===== src/rtl/snoop_bus_pkg.sv =====
// Shared definitions for the snooping bus: word layout, opcodes, idle word and arbiter states.
// Used by the arbiter, memory model and cache controllers.
package snoop_bus_pkg;

    localparam int WORD_W   = 11;
    localparam int SRC_BIT  = 10;
    localparam int ID_HI    = 9;
    localparam int ID_LO    = 8;
    localparam int RSV_HI   = 7;
    localparam int RSV_LO   = 6;
    localparam int OP_HI    = 5;
    localparam int OP_LO    = 4;
    localparam int ADDR_BIT = 3;
    localparam int DATA_HI  = 2;
    localparam int DATA_LO  = 0;

    localparam logic [1:0] READ_MISS  = 2'b00;
    localparam logic [1:0] WRITE_MISS = 2'b01;
    localparam logic [1:0] INVALIDATE = 2'b10;
    localparam logic [1:0] EMPTY      = 2'b11;

    localparam logic [WORD_W-1:0] IDLE_WORD = 11'b000_0011_0000;

    typedef enum logic [1:0] {
        IDLE     = 2'b00,
        ISSUE    = 2'b01,
        WAIT_MEM = 2'b10,
        RELEASE  = 2'b11
    } state_t;

    // Stamp a controller word as processor-sourced with the owner id and zeroed reserved bits.
    function automatic logic [WORD_W-1:0] make_proc_word(input logic [WORD_W-1:0] word,
                                                         input logic [1:0] id);
        logic [WORD_W-1:0] w;
        w                 = word;
        w[SRC_BIT]        = 1'b1;
        w[ID_HI:ID_LO]    = id;
        w[RSV_HI:RSV_LO]  = 2'b00;
        return w;
    endfunction

    // A memory reply counts only if it targets the current owner and its latched address.
    function automatic logic is_mem_reply(input logic [WORD_W-1:0] mem_word,
                                          input logic [1:0] id,
                                          input logic addr);
        return (mem_word[OP_HI:OP_LO] == EMPTY) && (mem_word[SRC_BIT] == 1'b0) &&
               (mem_word[ID_HI:ID_LO] == id) && (mem_word[ADDR_BIT] == addr);
    endfunction

endpackage


===== src/rtl/snoop_bus_arbiter_rr_picker.sv =====
// Combinational round-robin picker: first set request at or after the pointer, wrapping.
module rr_picker
    import snoop_bus_pkg::*;
#(
    parameter int NUM_PROC = 3
) (
    input  logic [NUM_PROC-1:0] req,
    input  logic [1:0]          pointer,
    output logic [NUM_PROC-1:0] pick,
    output logic [1:0]          pick_idx,
    output logic                any_req
);

    localparam int IW = (NUM_PROC > 2) ? 2 : 1;

    int            idx_s;
    logic [IW-1:0] sel_s;
    logic          hit_s;

    // Scan requesters starting at the pointer; the first hit wins.
    always_comb begin
        pick     = '0;
        pick_idx = 2'b00;
        any_req  = 1'b0;
        idx_s    = 0;
        sel_s    = '0;
        hit_s    = 1'b0;
        for (int off = 0; off < NUM_PROC; off++) begin
            idx_s         = (int'(pointer) + off) % NUM_PROC;
            sel_s         = IW'(idx_s);
            hit_s         = !any_req && req[sel_s];
            pick[sel_s]   = hit_s;
            pick_idx      = hit_s ? 2'(idx_s) : pick_idx;
            any_req       = any_req | hit_s;
        end
    end

endmodule


===== src/rtl/snoop_bus_arbiter.sv =====
// Round-robin arbiter and sequencer for the shared snooping bus; serves one
// controller at a time and waits for the memory reply on read misses.
module snoop_bus_arbiter
    import snoop_bus_pkg::*;
#(
    parameter int NUM_PROC = 3,
    parameter int TIMEOUT  = 8
) (
    input  logic                       clock,
    input  logic                       reset,
    input  logic [NUM_PROC-1:0]        req,
    input  logic [NUM_PROC*WORD_W-1:0] reqWord,
    input  logic [WORD_W-1:0]          memIn,
    output logic [NUM_PROC-1:0]        grant,
    output logic [WORD_W-1:0]          barramentoOut,
    output logic [NUM_PROC-1:0]        done,
    output logic [2:0]                 respData,
    output logic                       respAddr,
    output logic                       error
);

    localparam int CNT_W = $clog2(TIMEOUT);

    state_t              state_r, state_s;
    logic [1:0]          ptr_r, ptr_s;
    logic [1:0]          owner_r, owner_s;
    logic [1:0]          op_r, op_s;
    logic                addr_r, addr_s;
    logic [CNT_W-1:0]    cnt_r, cnt_s;
    logic [NUM_PROC-1:0] grant_r, grant_s;
    logic [WORD_W-1:0]   bus_r, bus_s;
    logic [NUM_PROC-1:0] done_r, done_s;
    logic [2:0]          resp_data_r, resp_data_s;
    logic                resp_addr_r, resp_addr_s;
    logic                error_r, error_s;

    logic [NUM_PROC-1:0] pick_s;
    logic [1:0]          pick_idx_s;
    logic                any_req_s;
    logic [WORD_W-1:0]   slot_s [NUM_PROC];

    for (genvar i = 0; i < NUM_PROC; i++) begin : g_slot
        assign slot_s[i] = reqWord[i*WORD_W +: WORD_W];
    end

    rr_picker #(.NUM_PROC(NUM_PROC)) u_picker (
        .req      (req),
        .pointer  (ptr_r),
        .pick     (pick_s),
        .pick_idx (pick_idx_s),
        .any_req  (any_req_s)
    );

    // Next-state and next-output logic; done and error default to no pulse.
    always_comb begin
        state_s     = state_r;
        ptr_s       = ptr_r;
        owner_s     = owner_r;
        op_s        = op_r;
        addr_s      = addr_r;
        cnt_s       = cnt_r;
        grant_s     = grant_r;
        bus_s       = bus_r;
        done_s      = '0;
        resp_data_s = resp_data_r;
        resp_addr_s = resp_addr_r;
        error_s     = 1'b0;
        case (state_r)
            IDLE: begin
                if (any_req_s) begin
                    owner_s = pick_idx_s;
                    op_s    = slot_s[pick_idx_s][OP_HI:OP_LO];
                    addr_s  = slot_s[pick_idx_s][ADDR_BIT];
                    grant_s = pick_s;
                    bus_s   = make_proc_word(slot_s[pick_idx_s], pick_idx_s);
                    state_s = ISSUE;
                end else begin
                    state_s = IDLE;
                end
            end
            ISSUE: begin
                bus_s = IDLE_WORD;
                case (op_r)
                    READ_MISS: begin
                        cnt_s   = '0;
                        state_s = WAIT_MEM;
                    end
                    WRITE_MISS, INVALIDATE, EMPTY: begin
                        done_s  = grant_r;
                        state_s = RELEASE;
                    end
                    default: begin
                        done_s  = grant_r;
                        state_s = RELEASE;
                    end
                endcase
            end
            WAIT_MEM: begin
                if (is_mem_reply(memIn, owner_r, addr_r)) begin
                    resp_data_s = memIn[DATA_HI:DATA_LO];
                    resp_addr_s = memIn[ADDR_BIT];
                    done_s      = grant_r;
                    state_s     = RELEASE;
                end else if (cnt_r == CNT_W'(TIMEOUT - 1)) begin
                    resp_data_s = 3'b000;
                    done_s      = grant_r;
                    error_s     = 1'b1;
                    state_s     = RELEASE;
                end else begin
                    cnt_s = cnt_r + CNT_W'(1);
                end
            end
            RELEASE: begin
                grant_s = '0;
                state_s = IDLE;
                if (owner_r == 2'(NUM_PROC - 1)) begin
                    ptr_s = 2'b00;
                end else begin
                    ptr_s = owner_r + 2'b01;
                end
            end
            default: begin
                grant_s = '0;
                bus_s   = IDLE_WORD;
                state_s = IDLE;
            end
        endcase
    end

    // State and output registers with synchronous reset; reset aborts any transaction silently.
    always_ff @(posedge clock) begin
        if (reset) begin
            state_r     <= IDLE;
            ptr_r       <= 2'b00;
            owner_r     <= 2'b00;
            op_r        <= EMPTY;
            addr_r      <= 1'b0;
            cnt_r       <= '0;
            grant_r     <= '0;
            bus_r       <= IDLE_WORD;
            done_r      <= '0;
            resp_data_r <= 3'b000;
            resp_addr_r <= 1'b0;
            error_r     <= 1'b0;
        end else begin
            state_r     <= state_s;
            ptr_r       <= ptr_s;
            owner_r     <= owner_s;
            op_r        <= op_s;
            addr_r      <= addr_s;
            cnt_r       <= cnt_s;
            grant_r     <= grant_s;
            bus_r       <= bus_s;
            done_r      <= done_s;
            resp_data_r <= resp_data_s;
            resp_addr_r <= resp_addr_s;
            error_r     <= error_s;
        end
    end

    assign grant         = grant_r;
    assign barramentoOut = bus_r;
    assign done          = done_r;
    assign respData      = resp_data_r;
    assign respAddr      = resp_addr_r;
    assign error         = error_r;

endmodule


===== config.mk =====
export PLATFORM = sky130hd
export DESIGN_NAME = snoop_bus_arbiter
export DESIGN_NICKNAME = d
export VERILOG_FILES = /design/src/rtl/snoop_bus_pkg.sv /design/src/rtl/snoop_bus_arbiter_rr_picker.sv /design/src/rtl/snoop_bus_arbiter.sv
export SDC_FILE = /design/constraint.sdc
export NUM_CORES = 1
export LEC_CHECK = 0
export ABC_AREA = 1
export CORE_UTILIZATION = 40
export DETAILED_ROUTE_END_ITERATION = 8
export HOLD_SLACK_MARGIN = 0.08
export PLACE_DENSITY = 0.79
export SYNTH_ARGS = -nofsm -noshare
export SYNTH_HDL_FRONTEND = slang
export SYNTH_SLANG_ARGS = --single-unit

===== constraint.sdc =====
create_clock -name clock -period 1.8 [get_ports clock]
set_input_delay 0.18 -clock clock [delete_from_list [all_inputs] [get_ports clock]]
set_output_delay 0.18 -clock clock [all_outputs]
set_load 0.02 [all_outputs]

## Yosys cells after proc, flatten, opt, wreduce, memory -nomap -nowiden

Cells that the tools add are included.

- Mux-type cells: 41
- Bitwise operators: 6
- Equality and inequality tests: 16
- Reductions and logical operators: 24
- Div/mod/pow operators: 3
- Order comparisons: 7
- $add $sub $neg: 4

Operators with widths:

| operator | number |
|---|---|
| $mod 32x3->32 const B | 2 |
| $mod 3x3->32 const B | 1 |
| $mux 3 | 9 |
| $bmux 11 s2 | 1 |
| $pmux 11 s2 | 1 |
| $pmux 3 s2 | 3 |
| $eq 2x2->1 const B | 6 |
| $mux 2 | 6 |
| $mux 6 | 2 |
| $mux 11 | 1 |
| $reduce_and 2->1 | 5 |
| $lt 2x3->1 const B | 3 |
| $logic_and 1x1->1 | 8 |
| $mux 1 | 8 |
| $ne 2x2->1 const B | 4 |
| $pmux 2 s4 | 1 |
| $reduce_bool 2->1 | 4 |
| $bmux 1 s2 | 3 |
| $bwmux 3 | 2 |
| $demux 1 s2 | 3 |
| $ge 2x1->1 const B | 3 |
| $reduce_or 3->1 | 2 |
| $eq 2x1->1 const B | 2 |
| $logic_not 2->1 | 2 |
| other kinds (16) | 19 |

- Bits in registers: 34
- Logic and storage cells: 113
- Output and inout port bits: 22

## Logic depth before layout (Yosys ltp)

- Word-level depth: 15
- Depth in mapped cells: 16
- Mapped depth without buffers: 15

## Modules after synthesis

A second synthesis with hierarchy kept.

- Cells, all modules: 280
- Area total of the unflattened synthesis: 1,926.8 µm²

Modules (own cells, without submodules):

| module | area an instance (µm²) | times used | cells each |
|---|---|---|---|
| snoop_bus_arbiter | 1,617.8 | 1 | 220 |
| rr_picker | 309.0 | 1 | 60 |

## Worst setup path before layout

Ideal clock, no wire load.

- Path kind: reg2reg
- From: reg ptr_r[0]
- To: reg bus_r[5] (netlist: barramentoOut[5])
- Data arrival time: 1.757 ns
- Cell stages (with the launch flop): 16
- Library setup time: 0.119 ns
- Data required time: 1.681 ns
- Clock period less this slack: 1.876 ns
- Setup slack: -0.076 ns
- Path through: dfxtp_1 > inv_1 > ha_1 > buf_6 > inv_6 > nand2_2 > nand3_1 > nand2_1 > nand3_2 > nor2_2 > nor2_4 > inv_4 > nand2_1 > nand3_1 > o21ai_0 > nand2_1

- Word-level cells in the longest chain between the ends: 15
- Elaborated cells on any way between the ends: 28
- Classes of those cells: add/sub (2); div (3); eq/ne (1); mux (14); bitwise (3); reduce/logical (5)

RTL lines:

| what | RTL line | source |
|---|---|---|
| start, declared | snoop_bus_arbiter.sv:25 | `logic [1:0] ptr_r, ptr_s;` |
| start signal, assigned | snoop_bus_arbiter.sv:147 | `ptr_r <= ptr_s;` |
| $add 2x1->3 / $mod 3x3->32 (equally long branches) | snoop_bus_arbiter_rr_picker.sv:29 | `idx_s = (int'(pointer) + off) % NUM_PROC;` |
| $mod 32x3->32 / $bmux 1 s2 (equally long branches) | snoop_bus_arbiter_rr_picker.sv:29, snoop_bus_arbiter_rr_picker.sv:31 |  |
| $bmux 1 s2 / $mux 1 (equally long branches) | snoop_bus_arbiter_rr_picker.sv:31 | `hit_s = !any_req && req[sel_s];` |
| $mux 1 (implied by the code) / $logic_not 1->1 (equally long branches) | snoop_bus_arbiter_rr_picker.sv:31 |  |
| $logic_and 1x1->1 | snoop_bus_arbiter_rr_picker.sv:31 |  |
| $or 1x1->1 | snoop_bus_arbiter_rr_picker.sv:34 | `any_req = any_req \| hit_s;` |
| $logic_not 1->1 | snoop_bus_arbiter_rr_picker.sv:31 |  |
| $logic_and 1x1->1 | snoop_bus_arbiter_rr_picker.sv:31 |  |
| $mux 2 | snoop_bus_arbiter_rr_picker.sv:33 | `pick_idx = hit_s ? 2'(idx_s) : pick_idx;` |
| $not 2->3 (implied by the code) | snoop_bus_arbiter.sv:75 | `bus_s = make_proc_word(slot_s[pick_idx_s], pick_idx_s);` |
| $bmux 11 s2 | snoop_bus_arbiter.sv:75 |  |
| $mux 6 (implied by the code) (2 in series) | snoop_bus_arbiter.sv:75 |  |
| $mux 11 | snoop_bus_arbiter.sv:70 | `if (any_req_s) begin` |
| $pmux 11 s2 | snoop_bus_arbiter.sv:68 | `case (state_r)` |
| end signal, assigned | snoop_bus_arbiter.sv:153 | `bus_r <= bus_s;` |
| end, declared | snoop_bus_arbiter.sv:31 | `logic [WORD_W-1:0] bus_r, bus_s;` |

Several ways; a longest one is shown, not always the timed one. The select of a mux whose other input is x is not followed.
A chain may end at the register's enable or synchronous reset.

## Worst setup path after layout

- From: reg ptr_r[0]
- To: reg bus_r[2] (netlist: barramentoOut[2])

Same word-level chain as after synthesis.

==> results by group <==
STA
  • Maximum clock frequency: roughly 0.51 GHz
  • Hold Vio Cnt, Final: 0
  • Unrepaired setup endpoints after global routing: yes
  • Setup TNS Final: -1540 ps
  • Min cycle time layout: 1970 ps
  • Final Skew: 5.863 ps
  • Final setup vio count: 17
  • Post-route worst setup slack: -170.2 ps
  • Slew Viols, Final: 0
  • Hold slack: between 400 and 500 ps
  • Period utilization: 109.5%

Global route
  • Residual overflow from global routing: 0
  • All-Layer GR Usage: between 20% and 30%
  • Vias in the first global route: between 1,500 and 2,000
  • Global-route wire length before repair: 8.797 mm
  • Initial antenna violation count: 0
  • Largest net degree at the start of global routing: 14

Route
  • Total Wirelength: between 5 and 6 mm
  • Residual DRC count: 0
  • Post-DRT Antenna Nets: 0
  • Starting DRT DRC Count: between 100 and 150
  • DR vias: 2,150
  • Via/cell ratio: roughly 5.2
  • WL/cell: 13.86 um
  • TritonRoute pass-1 iters: 4

Logic synthesis
  • Synth Cell Area: roughly 0.0019 mm2
  • Ys Warns: 0
  • Synth Register Bits: 32
  • Mean Syn Cell Area: 7.048 um2
  • Sequential area share after synthesis: about a third
  • Cells after Synth: between 200 and 300
  • Synth cell types: 36

Cells and area
  • Layout area overhead: 62.81%
  • Number of fillers in the final layout: 346
  • Layout Nets: 424
  • Finished Core Util: about 70%
  • ANT cells: 0
  • Share of cells above drive strength 1: about 32%

CTS
  • Htree depth: 2
  • Hold buffers post-CTS: 0
  • Clock root buffer: clkbuf_8
  • Worst-case clock buffer depth: 2
  • CTS buffer count: 5
  • Clock transition at the registers of the reported paths: around 60 ps
  • Worst-Skew Late Latency: 290 ps
  • CTS sink count: 32
  • CTS tree: yes

Power and ir drop
  • Power Dens Cells: about 1400 mW/mm2
  • VDD IR-drop max: just under 900 uV
  • LEAKAGE: around 0.0014 uW

Outcome
  • Status: complete, but fails checks
  • Failing checks: negative setup slack

Floorplan
  • Die Ht: 71.61 um
  • Row Count: 24
  • Die area: between 0.005 and 0.006 mm2
  • Total core area: between 0.004 and 0.005 mm2
  • Die width: around 72 um
  • I/O pins: just over 70
  • Starting Density: 43.03%

Setup path
  • Critical path class: reg2reg
  • Max FO, Critical Path: 6
  • Worst endpoint data arrival time: between 2000 and 2500 ps
  • CP required: ~2000 ps
  • CP endpoint kind: flip-flop
  • Startpoint types: flip-flop
  • Setup slack, reg-to-reg: -170 ps

Worst hold path
  • HP Class: reg2reg

Placement
  • Dpl hpwl: between 3 and 4 mm
  • Gpl congestion: about 0.85
  • IO Port Bufs: just over 50

Flow run
  • MaxCap Viol Count: 0
==> flip-flops by register name (all words and copies together) (netlist names) <==
signal and count:
owner_r 2, cnt_r 3, op_r 2, state_r 2, respAddr 1, done 3
addr_r 1, error 1, respData 3, barramentoOut 9, grant 3, ptr_r 2
==> metal layers <==
layer  vias to the layer above  track usage, %  wire, um
li1                       1053               -         -
met1                       975           26.73      2271
met2                       107           37.00      2967
met3                        15           5.345       388
met4                         0           7.843       138
met5                         -               0         0
==> synth_stat cells (all sizes together) <==
master	number	share of area (%)
a211oi	1	0.39
a21oi	25	7.2
a22oi	1	0.39
a32oi	1	0.45
buf	3	1.4
clkbuf	4	0.77
clkinv	1	0.26
conb	1	0.19
dfxtp	32	33
ha	11	7.1
inv	47	9.5
nand2	68	15
nand3	37	10
nand3b	2	0.77
nand4	1	0.32
nor2	18	5.4
nor3	1	0.26
nor4	1	0.32
o211a	1	0.52
o211ai	3	1.2
o21ai	13	3.7
xor2	3	1.4
==> power breakdown <==
part	total (uW)	internal (uW)	switching, uW
Combinational	2880	1240	1630
Clock	591	340	251
Sequential	1050	908	141
Total	4520	2490	2030
==> worst paths after layout <==
check,from,end,depth (start not counted)
setup / recovery,ptr_r[0],barramentoOut[2],12
hold reg to reg,respData[0],respData[0],2
setup reg to reg,ptr_r[0],barramentoOut[2],12
hold / removal,respData[0],respData[0],2
==> cell type report <==
| class | count | area, um2 | area share, % |
|---|---|---|---|
| Multi-Input combinational cell | 189 | 1326 | 42.03 |
| Clock buffer | 7 | 96.34 | 3.053 |
| Tap cell | 52 | 65.06 | 2.062 |
| Inverter | 48 | 200.2 | 6.344 |
| Timing Repair Buffer | 88 | 819.5 | 25.97 |
| Sequential cell | 32 | 648.1 | 20.54 |
==> timing repair <==
action / in CTS / in global routing
gates resized for setup: 30 / 40
cloned: 0 / 0
pin swaps: 16 / 22
setup buffers: 5 / 5
setup endpoints to repair: 12 / 18
==> per-stage QoR <==
step	power, uW	worst slack [ps]	instance area [um2]	std cells
after floorplan	2514	-9.741	1966	276
after global placement	3267	-104.6	2703	399
after detailed placement	3311	-136.7	2703	399
after CTS	4152	-64.52	2973	411
after global routing	4823	-256.0	3156	416
final	4518	-170.2	3156	416
==> cells by family after synthesis <==
kind of cell    count (synthesis)  synth area share [%]
simple gates                  128                 32.54
buf+inv                        55                 11.88
compound gates                 45                 13.88
flops                          32                 33.05
fa+ha+maj                      11                 7.101
xor+xnor                        3                 1.356
other cells                     1                0.1935
==> critical path, stage by stage (launching register included) <==
cell and delay, ps:
dfxtp_4 380, inv_4 50, ha_4 250, buf_6 130
o21ai_4 130, nand2_4 90, nand2_4 80, clkinv_4 70
nand3_1 120, nand3_2 170, nor2_1 200, a21oi_2 100
a21oi_2 130
==> cells in the final DEF, fill, tap and decap left out, types with 3 or more instances in the layout <==
master           count
a21oi_1             18
a21oi_2              6
buf_4               31
buf_6                5
clkbuf_8             7
clkdlybuf4s50_1     51
dfxtp_1             30
ha_1                 8
inv_1               34
inv_2                8
inv_4                4
nand2_1             48
nand2_2              8
nand2_4             11
nand3_1             24
nand3_2              9
nand3_4              4
nor2_1              12
nor2_4               4
o211ai_1             3
o21ai_0              5
o21ai_1              3
o21ai_2              4
xor2_1               3
Power figures use the tool's default switching activity.
==> variant 1, RTL diff (same settings) <==
Re-encode `state_t` (4 states) as one-hot, 4 bits wide.
--- a/src/rtl/snoop_bus_pkg.sv
+++ b/src/rtl/snoop_bus_pkg.sv
@@ -22,9 +22,9 @@
     localparam logic [WORD_W-1:0] IDLE_WORD = 11'b000_0011_0000;
 
-    typedef enum logic [1:0] {
-        IDLE     = 2'b00,
-        ISSUE    = 2'b01,
-        WAIT_MEM = 2'b10,
-        RELEASE  = 2'b11
+    typedef enum logic [3:0] {
+        IDLE     = 4'b0001,
+        ISSUE    = 4'b0010,
+        WAIT_MEM = 4'b0100,
+        RELEASE  = 4'b1000
     } state_t;
 
Behaviour: no difference found for any inputs over 4 cycles, from zero or initial values and one cycle with reset high; so few cycles prove little.
==> variant 1 against the unedited design <==
The flow finishes with violations (design-rule violations, negative setup slack). Final area fell by 3.2%. Sequential share of layout area rose by 1.9 points. Routed wire length fell by 5.7%. Critical path type unchanged. Highest routed layer unchanged. Synthesized area fell by 0.84%. Synthesized cell count rose by 1.1%. Sequential cell count rose by 2. Worst setup slack improved by 0.064 ns.
Power is not compared: it rests on default switching activity, and its combinational part moved more than twofold at a synthesized area within 25%.
==> variant 1: results <==
worst_setup_path:
  cp-endpoint: "barramentoOut[2]"
  worst_r2r_path_depth: 13
  path_max_fanout: 7
  critPathSlowestCell: "dfxtp_2"
  critPathMaxStageDelay_ns: 0.34
  r2r_start: "ptr_r[1]"
  crit_arrival_ns: 2.14
  worstSetupPathType: "flip-flop to flip-flop"
logic_synthesis:
  synth_compound_area_share_pct: 10.5
  synth_seq_area_share_pct: 35.4
  yosys-top-cells-count: "nand2_1, inv_1, dfxtp_1"
  ys_dominant_reg_cell: "dfxtp_1"
  yosys-top-cells-area: "dfxtp_1, nand2_1, inv_1"
  syn_area_per_cell_um2: 6.91
  synthAdderAreaFrac_pct: 3.91
  synth_cell_types: 33
  synth_xor_area_share_pct: 1.37
global_route:
  grt_max_degree: 15
  grtUsageTotal_pct: 22.1
  grt_pass1_vias: 2081
  antenna_found_initial: 0
  grt_pass1_wl_mm: 8.74
cells_and_area:
  diodes: 0
  largest_reg_flops: 9
  fin_nets: 426
  instances_no_fill: 424
  drive_gt1_share_pct: 28.5
hold_path:
  hold_class: "input port to flip-flop"
  hp-start: "memIn[2]"
  whs_path_depth: 3
  holdPathEnd: "respData[2]"
place:
  dpl-instance-area_mm2: 0.00270
  place_ws_ns: -0.206
  place_inst: 406
  io_buffers: 51
  globalplace.congestion: 0.864
  dpl.hpwl_mm: 3.75
power_and_ir_drop:
  p_leak_nw: 1.39
sta:
  fin_ws_ns: -0.107
  finalSetupViolCount: 14
  whs_ns: 0.450
  tns_ns: -0.912
  clock_skew_ns: 0.00624
run_status:
  status: "complete, but fails checks"
  violations: "design-rule violations, negative setup slack"
clock_network:
  clkTransAtPathRegs_ns: 0.08
  post-cts-setup-buffers: 7
  post_cts_resized: 28
  cts_hold_buf: 0
route:
  first_pass_iters: 7
  viasPerCell: 4.92
  drc: 2
  drt-total-wl_mm: 5.44
  drt-initial-drc-count: 100
[variant 1: cell types whose count changed in the layout (fill, tap and decap cells not counted), sizes merged, moves of 3 or more]
cell | before | now
a21oi | 25 | 19
ha | 11 | 6
nand2 | 68 | 84
nand3 | 37 | 31
nand4 | 1 | 4
nor2 | 18 | 23
nor3 | 1 | 4
o21ai | 13 | 10
[variant 1: critical path: cells and delay by family, from the launching register on]
family / cells / cell delay (ns)
buffers and inverters: 3 / 0.31
AO/OA/AOI/OAI: 2 / 0.32
AND/OR/NAND/NOR: 7 / 0.56
adder cells (fa/ha/maj): 1 / 0.30
flip-flops: 1 / 0.34
[variant 1: cell families after synthesis]
logic type	Yosys count
xor gates and xnor gates	3
DFF	34
buffers and inverters	52
and+or+nand+nor	148
other	1
AOI/OAI and AO/OA	34
adders and majority gates	6
[variant 1: area by class of cell]
| type | count | area [µm²] |
|---|---|---|
| Clock buffer | 5 | 68.8 |
| Clock inverter | 3 | 21.3 |
| Fill cell | 356 | 1420 |
| Inverter | 47 | 189 |
| Multi-Input combinational cell | 194 | 1200 |
| Sequential cell | 34 | 686 |
| Tap cell | 52 | 65.1 |
| Timing Repair Buffer | 89 | 820 |
[variant 1: report_power, final]
| group | leakage, nW | switching, W | internal (W) |
|---|---|---|---|
| Combinational | 1.06 | 0.000366 | 0.000298 |
| Clock | 0.0441 | 0.000307 | 0.000272 |
| Sequential | 0.279 | 0.0000464 | 0.000814 |
| Total | 1.39 | 0.000719 | 0.00138 |
[variant 1: routing by layer]
layer,vias up,routed length [µm],global-route usage [%]
met3,18,308,4.92
met1,929,2300,25.2
met4,0,158,10.9
li1,1073,-,-
met2,65,2670,38.8
met5,-,0,0
==> variant 2, RTL diff (config.mk and constraints unchanged) <==
Made on the original files. The output `error` loses its register stage (`error_r` becomes a continuous assignment).
--- a/src/rtl/snoop_bus_arbiter.sv
+++ b/src/rtl/snoop_bus_arbiter.sv
@@ -142,5 +142,4 @@
             resp_data_r <= 3'b000;
             resp_addr_r <= 1'b0;
-            error_r     <= 1'b0;
         end else begin
             state_r     <= state_s;
@@ -155,7 +154,8 @@
             resp_data_r <= resp_data_s;
             resp_addr_r <= resp_addr_s;
-            error_r     <= error_s;
         end
     end
+
+    assign error_r = error_s;
 
     assign grant         = grant_r;
Function: no difference found for any inputs over 4 cycles, from zero or initial values and one cycle with reset high; that may be too few to reach the edited logic, so the function may still have changed.
==> variant 2 against the unedited design <==
The run still ends with negative setup slack left. Hold slack got worse by 0.0037 ns. Non-clock buffer count increased by 10. Total power grew 13%. Synthesized area shrank 3.4%. Final area about the same. Fmax is 3.7% higher. Cell count rose by 2.2%. Sequential cell count shrank 1. Worst setup slack gained 0.070 ns. Count of clock-buffer cells in the layout shrank 1. Routed wire length is 5.4% lower.
==> variant 2: results <==
worst_setup_path:
  worstSetupPathType: "flip-flop to flip-flop"
  critPathMaxStageDelay_ns: 0.34
  path_max_fanout: 5
  worst_r2r_path_depth: 13
  critPathSlowestCell: "dfxtp_2"
  crit_arrival_ns: 2.12
  cp-endpoint: "barramentoOut[0]"
logic_synthesis:
  synth_compound_area_share_pct: 14.2
  yosys-top-cells-area: "dfxtp_1, nand2_1, inv_1"
  ys_dominant_reg_cell: "dfxtp_1"
  synth_seq_area_share_pct: 33.1
  yosys-top-cells-count: "nand2_1, inv_1, dfxtp_1"
  synth_xor_area_share_pct: 0.935
  async_reset_ff_share_pct: 0
  synthAdderAreaFrac_pct: 7.35
  synth_cell_types: 32
sta:
  finalSetupViolCount: 13
  clock_skew_ns: 0.00868
  fin_ws_ns: -0.100
  whs_ns: 0.453
place:
  globalplace.congestion: 0.810
  dpl.hpwl_mm: 3.69
global_route:
  antenna_found_initial: 0
  grt_pass1_vias: 2060
  grt_max_degree: 12
  grtUsageTotal_pct: 22.4
  grt_pass1_wl_mm: 8.81
route:
  drt-initial-drc-count: 46
  first_pass_iters: 5
  drt-total-wl_mm: 5.45
  viasPerCell: 4.95
power_and_ir_drop:
  p_leak_nw: 1.44
  ir_drop_v: 0.000881
  swShare_pct: 44.4
  combPwrFrac_pct: 65.1
  p_clk_w: 0.000715
clock_network:
  h-tree-depth: 2
  numCtsBuffers: 5
cells_and_area:
  fin_nets: 432
  drive_gt1_share_pct: 32.4
  diodes: 0
run_status:
  violations: "negative setup slack"
  status: "complete, but fails checks"
hold_path:
  hold_class: "input port to flip-flop"
  holdPathEnd: "respData[0]"
  whs_path_depth: 3
  hp-start: "memIn[0]"
variant 2: cell types whose count changed in the layout (fill, tap and decap cells not counted), moves of 4 or more:
cell / change
nand2_1: +13
buf_4: +12
nand2_4: -7
nand3_1: -6
inv_2: -5
nand2_2: +4
variant 2: area by class of cell:
class,instances,area (µm²)
timing repair buffer,98,873
clock buffer,6,82.6
tap,52,65.1
sequential,31,626
fill,311,1260
multi-input combinational,192,1290
inverter,44,180
clock inverter,2,35.0
variant 2: what timing repair did:
item / CTS / global route
setup buffers: 8 / 2
pin swaps: 23 / 19
setup endpoints to repair: 18 / 21
gates resized for setup: 37 / 31
hold buffers: 0 / 0
variant 2: per-stage QoR:
stage	power, W	cells	setup slack (ns)	TNS, ns	cell area (µm²)
after floorplan	0.00265	271	0.00510	0	1890
after global placement	0.00361	407	-0.117	-1.68	2720
after detailed placement	0.00370	407	-0.175	-2.62	2720
after CTS	0.00480	423	-0.0389	-0.185	3040
after global routing	0.00546	425	-0.203	-2.47	3160
final	0.00512	425	-0.100	-0.592	3160
variant 2: layer usage:
| layer | track usage, % | up-vias | part of all wire [%] |
|---|---|---|---|
| li1 | - | 1070 | - |
| met1 | 24.1 | 949 | 42 |
| met2 | 40.3 | 64 | 50 |
| met3 | 5.34 | 22 | 4.6 |
| met4 | 11.1 | 0 | 3.6 |
| met5 | 0 | - | 0 |
variant 2: worst register-to-register path, delay by kind of cell (launching register included):
family | cells | cell delay [ns]
fa+ha+maj | 1 | 0.27
compound gates | 2 | 0.30
flops | 1 | 0.34
simple gates | 7 | 0.58
buf+inv | 3 | 0.35
